--- src/rtl/axi4lite_mst.sv ---
// AXI4-Lite master: turns one command at a time into an AW/W/B or AR/R exchange
// and hands the slave's response back on a valid/ready result port.
module axi4lite_mst #(
  parameter int ADDR_WIDTH = 4,
  parameter int DATA_WIDTH = 32
) (
  input  logic                    i_aclk,
  input  logic                    i_rst,
  input  logic                    i_cmd_valid,
  output logic                    o_cmd_ready,
  input  logic                    i_cmd_write,
  input  logic [ADDR_WIDTH-1:0]   i_cmd_addr,
  input  logic [DATA_WIDTH-1:0]   i_cmd_wdata,
  input  logic [DATA_WIDTH/8-1:0] i_cmd_wstrb,
  output logic                    o_rsp_valid,
  input  logic                    i_rsp_ready,
  output logic                    o_rsp_write,
  output logic [DATA_WIDTH-1:0]   o_rsp_rdata,
  output logic [1:0]              o_rsp_resp,
  output logic [ADDR_WIDTH-1:0]   o_awaddr,
  output logic                    o_awvalid,
  input  logic                    i_awready,
  output logic [DATA_WIDTH-1:0]   o_wdata,
  output logic [DATA_WIDTH/8-1:0] o_wstrb,
  output logic                    o_wvalid,
  input  logic                    i_wready,
  input  logic [1:0]              i_bresp,
  input  logic                    i_bvalid,
  output logic                    o_bready,
  output logic [ADDR_WIDTH-1:0]   o_araddr,
  output logic                    o_arvalid,
  input  logic                    i_arready,
  input  logic [DATA_WIDTH-1:0]   i_rdata,
  input  logic [1:0]              i_rresp,
  input  logic                    i_rvalid,
  output logic                    o_rready
);

  typedef enum logic [2:0] {
    S_IDLE, S_WR_REQ, S_WR_RESP, S_RD_REQ, S_RD_RESP, S_RSP
  } state_t;

  localparam logic [ADDR_WIDTH-1:0] LO_MASK = ADDR_WIDTH'(3);

  state_t                  r_state, w_next;
  logic [ADDR_WIDTH-1:0]   r_addr;
  logic [DATA_WIDTH-1:0]   r_wdata;
  logic [DATA_WIDTH/8-1:0] r_wstrb;
  logic                    r_aw_done, r_w_done;
  logic                    r_rsp_write;
  logic [DATA_WIDTH-1:0]   r_rsp_rdata;
  logic [1:0]              r_rsp_resp;
  logic                    w_accept, w_aw_hs, w_w_hs;

  // All handshake outputs decode straight from registered state, so no VALID
  // ever waits on a READY and the READYs come up on state entry.
  assign o_cmd_ready = (r_state == S_IDLE);
  assign o_awvalid   = (r_state == S_WR_REQ) && !r_aw_done;
  assign o_wvalid    = (r_state == S_WR_REQ) && !r_w_done;
  assign o_bready    = (r_state == S_WR_RESP);
  assign o_arvalid   = (r_state == S_RD_REQ);
  assign o_rready    = (r_state == S_RD_RESP);
  assign o_rsp_valid = (r_state == S_RSP);

  assign o_awaddr    = r_addr;
  assign o_araddr    = r_addr;
  assign o_wdata     = r_wdata;
  assign o_wstrb     = r_wstrb;
  assign o_rsp_write = r_rsp_write;
  assign o_rsp_rdata = r_rsp_rdata;
  assign o_rsp_resp  = r_rsp_resp;

  assign w_accept = i_cmd_valid && o_cmd_ready;
  assign w_aw_hs  = o_awvalid && i_awready;
  assign w_w_hs   = o_wvalid && i_wready;

  always_ff @(posedge i_aclk) begin
    if (i_rst) r_state <= S_IDLE;
    else       r_state <= w_next;
  end

  always_comb begin
    w_next = r_state;
    case (r_state)
      S_IDLE:    if (i_cmd_valid) w_next = i_cmd_write ? S_WR_REQ : S_RD_REQ;
      // AW and W complete independently; leave once both are in, whichever order.
      S_WR_REQ:  if ((r_aw_done || w_aw_hs) && (r_w_done || w_w_hs)) w_next = S_WR_RESP;
      S_WR_RESP: if (i_bvalid)    w_next = S_RSP;
      S_RD_REQ:  if (i_arready)   w_next = S_RD_RESP;
      S_RD_RESP: if (i_rvalid)    w_next = S_RSP;
      S_RSP:     if (i_rsp_ready) w_next = S_IDLE;
      default:   w_next = S_IDLE;
    endcase
  end

  always_ff @(posedge i_aclk) begin
    if (i_rst) begin
      r_addr      <= '0;
      r_wdata     <= '0;
      r_wstrb     <= '0;
      r_aw_done   <= 1'b0;
      r_w_done    <= 1'b0;
      r_rsp_write <= 1'b0;
      r_rsp_rdata <= '0;
      r_rsp_resp  <= 2'b00;
    end else begin
      if (w_accept) begin
        r_addr    <= i_cmd_addr & ~LO_MASK;
        r_wdata   <= i_cmd_wdata;
        r_wstrb   <= i_cmd_wstrb;
        r_aw_done <= 1'b0;
        r_w_done  <= 1'b0;
      end
      if (w_aw_hs) r_aw_done <= 1'b1;
      if (w_w_hs)  r_w_done  <= 1'b1;
      // Writes leave rsp_rdata untouched so it still shows the last read.
      if (o_bready && i_bvalid) begin
        r_rsp_resp  <= i_bresp;
        r_rsp_write <= 1'b1;
      end
      if (o_rready && i_rvalid) begin
        r_rsp_resp  <= i_rresp;
        r_rsp_rdata <= i_rdata;
        r_rsp_write <= 1'b0;
      end
    end
  end

endmodule

--- config.mk ---
export PLATFORM = sky130hd
export DESIGN_NAME = axi4lite_mst
export DESIGN_NICKNAME = d
export VERILOG_FILES = /design/src/rtl/axi4lite_mst.sv
export SDC_FILE = /design/constraint.sdc
export NUM_CORES = 1
export LEC_CHECK = 0
export ABC_AREA = 1
export CORE_MARGIN = 3
export CORE_UTILIZATION = 39
export CTS_CLUSTER_DIAMETER = 60
export DETAILED_ROUTE_END_ITERATION = 10
export GPL_TIMING_DRIVEN = 0
export PLACE_DENSITY = 0.82
export REMOVE_ABC_BUFFERS = 1
export SLEW_MARGIN = 40
export SYNTH_ARGS = -nofsm -noshare
export SYNTH_HDL_FRONTEND = slang
export SYNTH_SLANG_ARGS = --single-unit
--- constraint.sdc ---
create_clock -name i_aclk -period 1.4 [get_ports i_aclk]
set_clock_uncertainty 0.1 [all_clocks]
set_input_delay 0.21 -clock i_aclk [delete_from_list [all_inputs] [get_ports i_aclk]]
set_output_delay 0.21 -clock i_aclk [all_outputs]
set_load 0.02 [all_outputs]
==> summary by stage, run 1 <==
Global route
The total overflow left after global routing is 0. After global routing, the most crowded layer is met2. The number of global-route vias before repair came to 3228. For met2 alone, demand over resource in global routing was 40.42%. The initial antenna violation count is 0. The met1 demand-to-capacity share in global routing is 23.94%. The first global-routing pass estimated 15950 um of wire. For met3 alone, demand over resource in global routing was 9.550%. For this run, the total global-route usage over all layers was measured as 22.54%.

Entering global routing, the biggest net connects 35 pins.

Clock tree
The total clock sinks is 78. The clock-pin slew reported for the worst setup and hold paths after clock tree synthesis is 90 ps. The number of levels the H-tree was split into is 3. The total clock buffers created by CTS is 9. The number of buffers on the longest clock path is 2. The TritonCTS clock tree is yes. The root cell of the clock tree is clkbuf_8. Clock latency on the worst-skew pair, taken at its later pin, is 340 ps.

Critical path
Of all nets on the critical path, the largest fanout is 5. The kind of launch point of the worst setup path is a register. The critical path is of the register to primary output type. Data on the critical path is required at its endpoint by 1090 ps.

The cell with the largest stage delay on the worst path is dfxtp_4. The cell class contributing the biggest share of worst-path delay is flip-flops. The largest single stage delay on the critical path is 390 ps. Traced cell by cell, the critical path runs through nor3_4 -> buf_6 -> buf_12 -> buf_8. The number of buffers and inverters on the critical path is 3. The category of the worst setup path capture point is a primary output.

The data arrival time of the critical path is 1280 ps.

Die
The core region is 7767 sq um. The height of the chip is 95.63 um. The die covers 9145 sq um. The horizontal extent of the die is 95.63 um. Once the floorplan was initialized, standard cells occupied 40.34% of the core. The initialized floorplan defines 32 standard-cell rows. The count of pins on the block boundary is 172.

STA
The number of max-slew violations in the final report was 0. The remaining max-slew budget at the tightest pin is 60.06%. The share of the cycle needed by the critical path after routing is 113.5%. Adding up every negative setup slack in the final design gives -5167 ps. Counting I/O delays and the setup requirement, the final critical path takes 1590 ps. The count of endpoints failing setup in the final report is 54. The total count of hold-check failures in the final report is 0. The post-route worst setup slack is -189.6 ps. At the pin with the least slew margin, the transition time is 599.2 ps. Setup repair after global routing could not meet its margin everywhere. The top achievable clock speed is 629.1 MHz.

Power and ir drop
The switching power is 3864 uW. The cell internal power dissipation is 6171 uW. The power density normalized to cell area is 1738 nW/um^2. The sequential fraction of design power is 29.3%. In this run switching power makes up 38.50% of total power.

The clock network accounts for 18.8% of the total power. Combinational logic burns 51.9% of the power. The leakage power is 0.002518 uW. The worst voltage drop across the vdd grid is 0.7617 mV.

Cells and area
The final non-filler cell total is 700. The repair_antennas step left the layout with diodes totalling 0. The number of fill cells in the layout is 541. The area growth from synthesis to layout is 84.27%.

The net total in the final layout is 679. In the final layout, flip-flops and latches occupy 1573 sq um. Of the cells placed in the final design, the portion with a size suffix greater than 1 is 27.26%. The area occupied by multi-input gates is 1714 sq um.

Synthesis
The distinct cell type count of the synthesized netlist is 25. The cell type with the highest aggregate area in the netlist is dfxtp_1. The number of synthesized register bits is 78. The most common flop cell mapped by yosys is dfxtp_1. After synthesis, the share of flip-flops with an asynchronous set or reset is 0%. Ranked by total cell area, the synthesized netlist is headed by dfxtp_1 (50%), nor2_1 (8.7%), nand2_1 (7.4%). After synthesis, the most frequently instantiated cells are dfxtp_1 (78), nor2_1 (73), nand2_1 (62). After synthesis, the mean cell area works out to 7.774 sq um.

Synthesis produced a netlist whose cell count is 403. The number of flops mapped to enable cells by yosys is 0. The fraction of synthesized cell area taken by the top area cell type is 49.84%. The sequential element share of the synthesized area is 49.84%. In this run the cell area of the synthesized design comes to 3133 sq um. The number of warnings reported in the yosys synthesis log is 0.

The most instantiated library cell after synthesis is dfxtp_1.

Status
The final reports fail on negative setup slack. The flow ran to the end, but the final reports show violations.

Job
The reported max-cap violation count is 0.

Placement
The number of placed instances, taps included is 643. The detailed placer's ending HPWL is 6602 um. Port buffering added 165 buffers.

The global placer's final weighted congestion is 0.7798.

Drt
The routed length per instance is 16.41 um. The detailed router placed 3513 vias in this run. The routed via count divided by cell count is 5.019. Summed over all layers, the routed wires come to 11490 um. The length of the first detailed-routing pass in iterations is 5. The residual DRC count is 0. The number of nets with antenna violations after detailed routing is 0. The number of DRC markers after the initial detailed-route iteration is 162.

Worst hold path
The path type of the worst min-delay path is input pin to register.
[what timing repair did]
item                       4_1_cts  5_1_grt
setup endpoints to repair      160       99
cloned                           5        5
buffers inserted                21       11
resized for setup              218       73
pin swaps                       40       47
hold buffers                     0        0
[cells in the final DEF, fill, tap and decap left out, drive strengths merged, types with 3 or more instances in the layout]
master         count
a21oi             45
buf               46
clkbuf            17
clkdlybuf4s15     16
clkdlybuf4s50     80
clkinvlp           3
conb               4
dfxtp             78
dlygate4sd2       56
inv               17
nand2             70
nand3             44
nor2              76
o21ai             35
[metrics by stage]
stage | area [sq um] | utilization, % | setup WS [ps] | hold WS (ps) | total power (uW)
6_report | 5773 | 74.32 | -189.6 | 262.3 | 10030
5_1_grt | 5773 | 74.32 | -240.7 | 273.4 | 10530
3_5_place_dp | 4797 | 61.76 | -631.3 | 352.4 | 6319
3_3_place_gp | 4707 | 60.60 | -2363 | 347.5 | 6033
2_1_floorplan | 2928 | - | -1440 | 179.1 | 4627
4_1_cts | 5431 | 69.93 | -232.9 | 212.2 | 9026
[power groups by stage]
stage / clock network (uW) / registers, uW / logic, uW
after floorplan: 0 / 3340 / 1290
after global routing: 2010 / 2990 / 5530
final: 1880 / 2940 / 5210
after global placement: 0 / 2920 / 3110
after CTS: 1910 / 2900 / 4210
after detailed placement: 0 / 2950 / 3370
[layer usage]
| metal | vias to the layer above | part of all wire (%) |
|---|---|---|
| met1 | 1656 | 36 |
| met3 | 12 | 11 |
| met5 | - | 0 |
| li1 | 1695 | - |
| met4 | 0 | 0.84 |
| met2 | 150 | 52 |
[worst min-delay path, delay by kind of cell]
| kind | cells | cell delay [ps] |
|---|---|---|
| buffers and inverters | 1 | 270 |
| AO/OA/AOI/OAI | 1 | 50 |
| AND/OR/NAND/NOR | 1 | 130 |
[kinds of logic (layout without fill, tap and decap cells)]
| logic type | count (synthesis) | in the layout | synth area share, % |
|---|---|---|---|
| flip-flops | 78 | 78 | 49.84 |
| other | 1 | 4 | 0.1197 |
| AO/OA/AOI/OAI | 84 | 84 | 13.74 |
| AND/OR/NAND/NOR | 187 | 194 | 27.24 |
| buffers and inverters | 53 | 238 | 9.065 |
[path summary, 6_finish.rpt]
check | from | slack [ps] | end | depth (start not counted)
max | r_state[2]$_SDFFE_PP0P_ | -190 | o_cmd_ready | 4
min | i_cmd_valid | 260 | o_wdata[24]$_SDFFE_PP0P_ | 3
max reg2reg | r_state[0]$_SDFFE_PP0P_ | -150 | r_state[0]$_SDFFE_PP0P_ | 8
min reg2reg | o_wdata[0]$_SDFFE_PP0P_ | 360 | o_wdata[0]$_SDFFE_PP0P_ | 2
[state kept, by name (all words and copies together), names as in the netlist, 2 cells and up]
name	count
o_wstrb	4
o_araddr	2
o_rsp_rdata	32
o_rsp_resp	2
o_wdata	32
r_state	3
[area by class of cell]
type,instances,area share [%]
timing repair buffer,204,35.41
multi-input combinational,282,29.69
sequential,78,27.24
clock buffer,11,2.449
tap,102,2.211
inverter,18,1.560
clock inverter,5,1.430
Note: power is estimated with default switching activity, not from simulation.
==> inputs of run 2 (changes only) <==
- GPL_TIMING_DRIVEN: 0 -> not set
==> summary by stage, run 2 (synthesized netlist as in run 1, its figures left out) <==
STA
The post-layout minimum cycle time was 1615 ps (+25.16 ps). The count of endpoints failing setup in the final report is 85 (+57%). The worst hold slack was 230.3 ps (-32.02 ps). The remaining max-slew budget at the tightest pin is 65.57% (+5.5 points). The number of max-slew violations in the final report is 0 (unchanged). The setup total negative slack is -11530 ps (-6365 ps). The top achievable clock speed is 619.3 MHz (-1.6%). The post-route worst setup slack came to -214.7 ps (-25.16 ps). The worst-margin pin slew was 515.7 ps (-83.47 ps).

The share of the cycle needed by the critical path after routing was 115.3% (+1.8 points). The total count of hold-check failures in the final report is 0 (unchanged). Setup repair after global routing could not meet its margin everywhere.

Placement
The detailed placer's ending HPWL is 7046 um (+6.7%). The global placer's final weighted congestion was 0.7595 (-2.6%). The total of buffers placed on input and output ports was 165 (unchanged). The worst slack at placement is -350.9 ps (+280.4 ps).

Critical path
For this design, the slowest cell found on the critical path is dfxtp_4. The kind of launch point of the worst setup path is a register. The data arrival time of the critical path came to 1800 ps (+520 ps). The worst register-to-register path begins at r_state[0]$_SDFFE_PP0P_. The worst setup path category is register to register. The cell count along the critical path is 9 (+5).

Traced cell by cell, the critical path runs through buf_8 -> nor2_4 -> nand2_2 -> buf_6 -> nor2_4 -> buf_4 -> buf_8 -> o21ai_2 -> nor2_1. The data required time of the critical path came to 1580 ps (+490 ps). STA classifies the critical path endpoint as a register. The cell depth of the worst flop-to-flop path is 9 (+1).

The worst-path maximum fanout was 8 (+3). The worst reg2reg path endpoint is o_rsp_rdata[2]$_SDFFE_PP0P_. The largest incremental delay on the critical path came to 370 ps (-20 ps).

The setup slack of the most critical reg-to-reg path is -210 ps (-60 ps). The buffering stage count on the worst path with inverters included came to 4 (+1). Broken down by cell family, the worst path's largest delay share belongs to buffers and inverters.

Clock tree
The cell sitting at the root of the clock tree is a clkbuf_8. The number of buffers on the longest clock path is 2 (unchanged). The TritonCTS clock tree is yes.

The worst-skew pair later-pin latency is 340 ps (about the same). The total clock buffers created by CTS is 9 (unchanged). The number of levels the H-tree was split into is 3 (unchanged). The total clock sinks is 78 (unchanged). The clock-pin slew reported for the worst setup and hold paths after clock tree synthesis is 90 ps (about the same).

Global route
The largest net degree at the start of global routing is 35 (unchanged). The overall fraction of global-route tracks in use came to 25.02% (+2.5 points). The wire length of the first global-routing pass is 17690 um (+11%). The number of global-route vias before repair is 3613 (+12%). The initial antenna violation count was 0 (unchanged).

The total congestion overflow is 0 (unchanged).

Drt
The length of the first detailed-routing pass in iterations is 4 (-1). The number of DRC markers after the initial detailed-route iteration is 133 (-18%). The sum of routed wire length over all layers is 12830 um (+12%). The total via count after detailed routing is 3659 (+4.2%). The number of nets with antenna violations after detailed routing is 0 (unchanged).

The routed length per instance is 18.07 um (+10%). The residual DRC count is 0 (unchanged). The routed via count divided by cell count is 5.154 (+2.7%).

Power and ir drop
The leakage power was 0.002703 uW (+7.4%). The worst voltage drop across the vdd grid was 1.018 mV (+34%). The power density normalized to cell area is 1775 nW/um^2 (+2.1%).

Worst hold path
The destination of the worst hold path is o_wdata[21]$_SDFFE_PP0P_. The min-delay analysis places its worst path in the category input pin to register. The hold path depth came to 3 (unchanged). The startpoint identified for the worst hold timing path is i_rst.

Cells and area
The leading cell type in the layout, fill and taps excluded is clkdlybuf4s50_1. The antenna diode instance count is 0 (unchanged). The storage element area is 1573 sq um (unchanged). The number of fill cells in the layout is 493 (-8.9%). The area occupied by multi-input gates came to 1966 sq um (+15%). In the layout the commonest cells are clkdlybuf4s50_1 (81), dfxtp_1 (75), nor2_1 (67), a21oi_2 (42), dlygate4sd2_1 (34). The net total in the final layout is 689 (+1.5%). The area growth from synthesis to layout is 97.24%. The proportion of layout cells with a drive suffix above 1 is 42.93% (+16 points).

Die
The count of standard-cell rows is 32 (unchanged). The height of the chip came to 95.63 um (unchanged). The starting density of the core is 40.34% (unchanged).

The count of pins on the block boundary is 172 (unchanged). The horizontal extent of the die was 95.63 um (unchanged). The core footprint is 7767 sq um (unchanged). The area of the die is 9145 sq um (unchanged).

Status
The flow ran to the end, but the final reports show violations. The final reports fail on negative setup slack.

Job
The reported max-cap violation count is 0 (unchanged).
[run 2: power breakdown]
group	internal [uW]	total (uW)	switching [uW]
sequential	2630	3000	370
clock	1010	1880	868
combinational	2980	6090	3110
total	6620	11000	4350
[run 2: area by class of cell]
type                    count  area share (%)
flip-flops and latches     78           25.45
multi-input cells         275           31.81
inverters                  18           1.174
repair buffers            221           35.92
clock buffers               9           2.004
clock inverters             7           1.579
well taps                 102           2.065
[run 2: routing by layer]
layer,track usage [%],vias to the layer above,wire [um]
met4,7.583,0,347
met2,46.67,173,6691
met5,0,-,0
met3,8.840,32,1178
li1,-,1717,-
met1,26.00,1737,4611
[run 2: worst min-delay path: stages]
cell	delay [ps]
buf_2	100
buf_4	280
a21oi_2	50
[run 2: worst max path at each step]
stage                                  from                      endpoint  slack, ps
CTS                 r_state[0]$_SDFFE_PP0P_    o_rsp_resp[1]$_SDFFE_PP0P_       -220
global route        r_state[0]$_SDFFE_PP0P_  o_rsp_rdata[28]$_SDFFE_PP0P_       -300
detailed placement  r_state[1]$_SDFFE_PP0P_                     o_awvalid       -350
floorplan           r_state[2]$_SDFFE_PP0P_        r_aw_done$_SDFFE_PP0P_      -1440
finish              r_state[0]$_SDFFE_PP0P_   o_rsp_rdata[2]$_SDFFE_PP0P_       -210
global placement    r_state[1]$_SDFFE_PP0P_                     o_awvalid       -330
[run 2: metrics by stage]
step	cells	utilization [%]	cell area (sq um)	total power [uW]
floorplan	371	-	2928	4627
global placement	670	64.27	4992	6443
detailed placement	670	64.27	4992	6524
CTS	709	77.50	6020	10170
global route	710	79.56	6180	11470
finish	710	79.56	6180	10970
[run 2: what timing repair did]
action | CTS | global route
gates resized for setup | 289 | 145
hold buffers | 0 | 0
setup endpoints to repair | 160 | 116
pin swaps | 57 | 38
buffers inserted | 16 | 3
cloned | 8 | 2
==> inputs of run 3 (changes only) <==
- CORE_UTILIZATION: 39 -> 40
- CTS_BUF_LIST: not set -> sky130_fd_sc_hd__clkbuf_4 sky130_fd_sc_hd__clkbuf_8
- PLACE_DENSITY: 0.82 -> 0.83
==> summary by stage, run 3 (synthesized netlist as in run 1, its figures left out) <==
Status
The flow ran to the end, but the final reports show violations. The final reports fail on negative setup slack.

Placement
The global placer's final weighted congestion is 0.8263 (+8.8%). The number of placed instances, taps included is 670 (unchanged). The total of buffers placed on input and output ports is 165 (unchanged).

The worst slack at placement is -300.2 ps (+50.66 ps). The detailed placer's ending HPWL was 7532 um (+6.9%).

Clock tree
The clock-pin slew reported for the worst setup and hold paths after clock tree synthesis is 80 ps (about the same). The worst-skew pair later-pin latency is 330 ps (about the same). The total clock buffers created by CTS came to 9 (unchanged). The number of levels the H-tree was split into is 3 (unchanged). The number of buffers on the longest clock path is 2 (unchanged).

The TritonCTS clock tree is yes. The root buffer cell chosen for the clock tree is clkbuf_8. The total clock sinks came to 78 (unchanged).

Drt
The total via count after detailed routing is 3717 (+1.6%). The routed length per instance is 18.57 um (+2.8%). The residual DRC count is 0 (unchanged).

The number of nets with antenna violations after detailed routing is 0 (unchanged). The number of DRC markers after the initial detailed-route iteration came to 140 (+5.3%). The sum of routed wire length over all layers was 13190 um (+2.8%). The routed via count divided by cell count was 5.235 (+1.6%). The length of the first detailed-routing pass in iterations is 5 (+1).

Critical path
Traced cell by cell, the critical path runs through buf_6 -> buf_12 -> nand2_4 -> nor2_4 -> nand2_1 -> nand2_2 -> nor2_4 -> buf_4 -> a21oi_2 -> nor2_1. STA classifies the critical path endpoint as a register. The startpoint of the worst register-to-register path is r_state[0]$_SDFFE_PP0P_. The worst-path maximum fanout is 5 (-3). The setup slack of the most critical reg-to-reg path was -250 ps (-40 ps). The largest incremental delay on the critical path came to 370 ps (about the same). In this run the critical register-to-register path is captured at r_state[1]$_SDFFE_PP0P_.

The worst setup path is launched from a register. The data arrival time of the critical path is 1780 ps (-20 ps). The cell depth of the worst flop-to-flop path came to 10 (+1). The data required time of the critical path is 1530 ps (-50 ps).

The most frequent cell on the critical path is nor2_4. The critical path is of the register to register type. For this design, the slowest cell found on the critical path is dfxtp_2.

Global route
The number of global-route vias before repair is 3628 (+0.42%). The largest net degree at the start of global routing came to 35 (unchanged). The wire length of the first global-routing pass is 17390 um (-1.7%). The initial antenna violation count is 0 (unchanged).

The overall fraction of global-route tracks in use is 24.84% (-0.18 points). The total congestion overflow was 0 (unchanged).

STA
The number of max-slew violations in the final report is 0 (unchanged). The post-route worst setup slack came to -251.6 ps (-36.88 ps). The share of the cycle needed by the critical path after routing is 118.0% (+2.6 points). Setup repair after global routing could not meet its margin everywhere. The post-layout minimum cycle time was 1652 ps (+36.87 ps). The total count of hold-check failures in the final report is 0 (unchanged). The top achievable clock speed came to 605.5 MHz (-2.2%). The worst hold slack came to 350.6 ps (+120.4 ps).

The count of endpoints failing setup in the final report was 88 (+3.5%).

Cells and area
The library cells used most frequently in the layout, excluding fill and tap cells, are clkdlybuf4s50_1 (83), dfxtp_1 (75), nor2_1 (63), a21oi_2 (40), nand2_4 (37). The area growth from synthesis to layout is 98.44%. The final non-filler cell total came to 710 (unchanged). The leading cell type in the layout, fill and taps excluded is clkdlybuf4s50_1.

The proportion of layout cells with a drive suffix above 1 is 40.43% (-2.5 points). The antenna diode instance count came to 0 (unchanged). The net total in the final layout is 693 (+0.58%). The final design utilization is 83.92% (+4.4 points).

Die
The horizontal extent of the die is 94.50 um (-1.2%). The count of standard-cell rows is 31 (-3.1%). The starting density of the core is 42.29% (+2.0 points). The count of pins on the block boundary is 172 (unchanged). The area of the die came to 8930 sq um (-2.3%). The height of the chip came to 94.50 um (-1.2%). The core footprint is 7408 sq um (-4.6%).

Power and ir drop
The power density normalized to cell area is 1658 nW/um^2 (-6.6%). The total design power is 10310 uW (-6.1%). The leakage power is 0.002694 uW (-0.34%).

The worst voltage drop across the vdd grid is 0.8120 mV (-20%).

Job
The reported max-cap violation count is 0 (unchanged).

Worst hold path
The path class of the tightest hold or removal check is input pin to register. The source of the worst hold timing path is i_rdata[8]. The hold path depth is 3 (unchanged). For hold timing, the worst endpoint is o_rsp_rdata[8]$_SDFFE_PP0P_.
-- run 3: timing repair --
action	CTS	global route
pin swaps	32	35
hold endpoints to repair	0	0
buffers inserted	16	8
hold buffers	0	0
gates resized for setup	225	206
setup endpoints to repair	155	94
cloned	4	1
-- run 3: worst max-delay path by stage --
stage                            startpoint                 endpoint  cells after the start
finish              r_state[0]$_SDFFE_PP0P_  r_state[1]$_SDFFE_PP0P_                     10
global route        r_state[0]$_SDFFE_PP0P_  r_state[0]$_SDFFE_PP0P_                     10
CTS                 r_state[1]$_SDFFE_PP0P_              o_cmd_ready                      4
detailed placement  r_state[2]$_SDFFE_PP0P_                 o_wvalid                      6
global placement    r_state[2]$_SDFFE_PP0P_                 o_wvalid                      6
floorplan           r_state[2]$_SDFFE_PP0P_   r_aw_done$_SDFFE_PP0P_                      4
-- run 3: where the power goes --
part / internal [uW] / switching [uW]
sequential: 2620 / 375
combinational: 2620 / 3000
clock: 838 / 853
-- run 3: area by class of cell --
cell class | instances | area [sq um]
timing repair buffer | 225 | 2310
multi-input combinational | 275 | 1946
sequential | 78 | 1568
fill | 423 | 1191
clock buffer | 10 | 131.4
tap | 99 | 123.9
inverter | 18 | 77.57
clock inverter | 5 | 61.31
-- run 3: worst max-delay path, delay by kind of cell (launching register included) --
| family | cells | cell delay, ps |
|---|---|---|
| buffers and inverters | 3 | 400 |
| flip-flops | 1 | 370 |
| AND/OR/NAND/NOR | 6 | 540 |
| AO/OA/AOI/OAI | 1 | 140 |
-- run 3: through the flow --
stage,cell area [sq um],setup TNS [ps]
floorplan,2928,-63390
global placement,5041,-12690
detailed placement,5041,-14750
CTS,5678,-6534
global route,6217,-15090
finish,6217,-10220
-- run 3: layer usage --
metal	part of all wire [%]	up-vias	wire length, um	global-route usage [%]
met2	53	182	6965	46.63
met1	35	1763	4598	25.75
met5	0	-	0	0
met4	4.6	0	607	11.18
met3	7.7	50	1014	6.375
li1	-	1722	-	-
==> patch (config.mk and constraints of run 3) <==
The 6 states of `state_t` get a one-hot encoding in 6 bits.
--- a/src/rtl/axi4lite_mst.sv
+++ b/src/rtl/axi4lite_mst.sv
@@ -36,8 +36,8 @@
   output logic                    o_rready
 );
 
-  typedef enum logic [2:0] {
-    S_IDLE, S_WR_REQ, S_WR_RESP, S_RD_REQ, S_RD_RESP, S_RSP
+  typedef enum logic [5:0] {
+    S_IDLE = 6'b000001, S_WR_REQ = 6'b000010, S_WR_RESP = 6'b000100, S_RD_REQ = 6'b001000, S_RD_RESP = 6'b010000, S_RSP = 6'b100000
   } state_t;
 
   localparam logic [ADDR_WIDTH-1:0] LO_MASK = ADDR_WIDTH'(3);
Check against the original RTL: same outputs for any inputs over 10 cycles, from zero or initial values and one cycle with i_rst high; not proved beyond that.
==> patch against run 3 <==
- the flow still finishes with violations (negative setup slack)
- worst setup slack got worse by 0.020 ns
- wire length is 12% lower
- power down 0.63%
- design area down 5.9%
- sequential cell count is 3 higher
- cell count grew 4.8%
- non-clock buffer count shrank 4
- clock power down 6%
- area after synthesis is 3.2% higher
- sequential power is 9.7% higher
- critical path type unchanged
- largest power group unchanged
==> patch: results (changes against run 3) <==
stage	metric	value	unit	change
run_status	status	finished, violations left		
run_status	violations	negative setup slack		
finish	drive_above_1_share	26.3	%	-14 points
routing	wl_per_cell	15.6	um	-16%
worst_setup_path	reg2reg_from	r_state[3]		
logic_synthesis	synth_top_area_share	50.2	%	+0.33 points
finish	multi_input_area_share	26.3	%	-5.0 points
routing	via_per_inst	4.92		-6.1%
sta	setup_slack	-0.272	ns	-0.0202 ns
finish	multiInputGateArea	1540	um^2	-21%
finish	nNetsFinal	723		+4.3%
placement	place_worst_setup_slack	-0.431	ns	-0.131 ns
min_path	min-delay-start	i_cmd_wdata[13]		
placement	dp.cells	710		+6.0%
power	switchingPower	4.09	mW	-3.3%
min_path	hold_end	o_wdata[13]		
placement	hpwl	7300	um	-3.0%
finish	clkCellAreaFrac	3.19	%	+0.088 points
finish	buffer_area_share	38.1	%	+0.92 points
worst_setup_path	critPathTopFamily	buffers and inverters		
logic_synthesis	syn_area_per_cell	7.52	um^2	-3.3%
sta	hold_ws	0.354	ns	+0.00362 ns
finish	n_all_buffers	221		-1.8%
placement	gp_congestion	0.813		-1.6%
worst_setup_path	critPathArrivalTime	1.81	ns	+0.03 ns
worst_setup_path	slowest_delay	0.34	ns	-0.03 ns
clocking	cts_resized	158		-30%
logic_synthesis	synthXorXnorAreaFrac	0	%	unchanged
logic_synthesis	synth_area_leaders	dfxtp_1 (50%), nor2_1 (17%), o21ai_0 (7.9%), nand2_1 (3.6%), o21ai_1 (3.1%)		
power	leakage	2.79	nW	+3.4%
global_route	grt_pass1_wl	15700	um	-9.8%
logic_synthesis	synth_commonest_cells	nor2_1 (149), dfxtp_1 (81), o21ai_0 (51)		
worst_setup_path	worstRegToRegCells	11		+1
sta	setup_tns	-18.25	ns	-8.03 ns
placement	placed_area	5180	um^2	+2.8%
clocking	clock-sinks	81		+3.8%
routing	wl	11600	um	-12%
finish	n_fill_cell	587		+39%
finish	regArea	1640	um^2	+4.4%
logic_synthesis	synth-compound-area-share	12.4	%	-1.3 points
finish	final_core_util	75.3	%	-8.6 points
global_route	grt_pass1_vias	3380		-6.8%
sta	finalSetupViolCount	87		-1.1%
global_route	grt_max_degree	47		+34%
power	vdd_drop_max	1.15	mV	+42%
finish	nMultiInputCombCells	294		+6.9%
clocking	cts_setup_buffers	5		-11
logic_synthesis	synth_seq_area_share	50.2	%	+0.33 points
finish	nonClockInverterCount	30		+12
global_route	grt_use_total	21.5	%	-3.4 points
==> patch: layer usage <==
layer / global-route usage, % / part of all wire (%) / vias up
li1: - / - / 1763
met1: 25.2 / 38 / 1702
met2: 37.5 / 52 / 174
met3: 5.94 / 9.1 / 19
met4: 7.23 / 1.4 / 0
met5: 0 / 0 / -
==> patch: power by group through the flow <==
stage,Combinational (mW),Clock [mW],Sequential [mW]
floorplan,1.51,0,4.02
global placement,4.63,0,3.28
detailed placement,4.72,0,3.32
CTS,4.67,1.61,3.27
global route,5.76,1.71,3.36
finish,5.37,1.59,3.29
==> patch: worst max-delay path by stage <==
stage / start / to / slack (ns) / cells past startpoint
2_1_floorplan: r_state[4] / o_araddr[2] / -0.46 / 8
3_3_place_gp: r_state[2] / o_rready / -0.36 / 4
3_5_place_dp: r_state[1] / o_awvalid / -0.43 / 5
4_1_cts: r_state[3] / o_awvalid / -0.25 / 6
5_1_grt: r_state[3] / o_wdata[31] / -0.36 / 11
6_report: r_state[3] / o_wdata[0] / -0.27 / 11
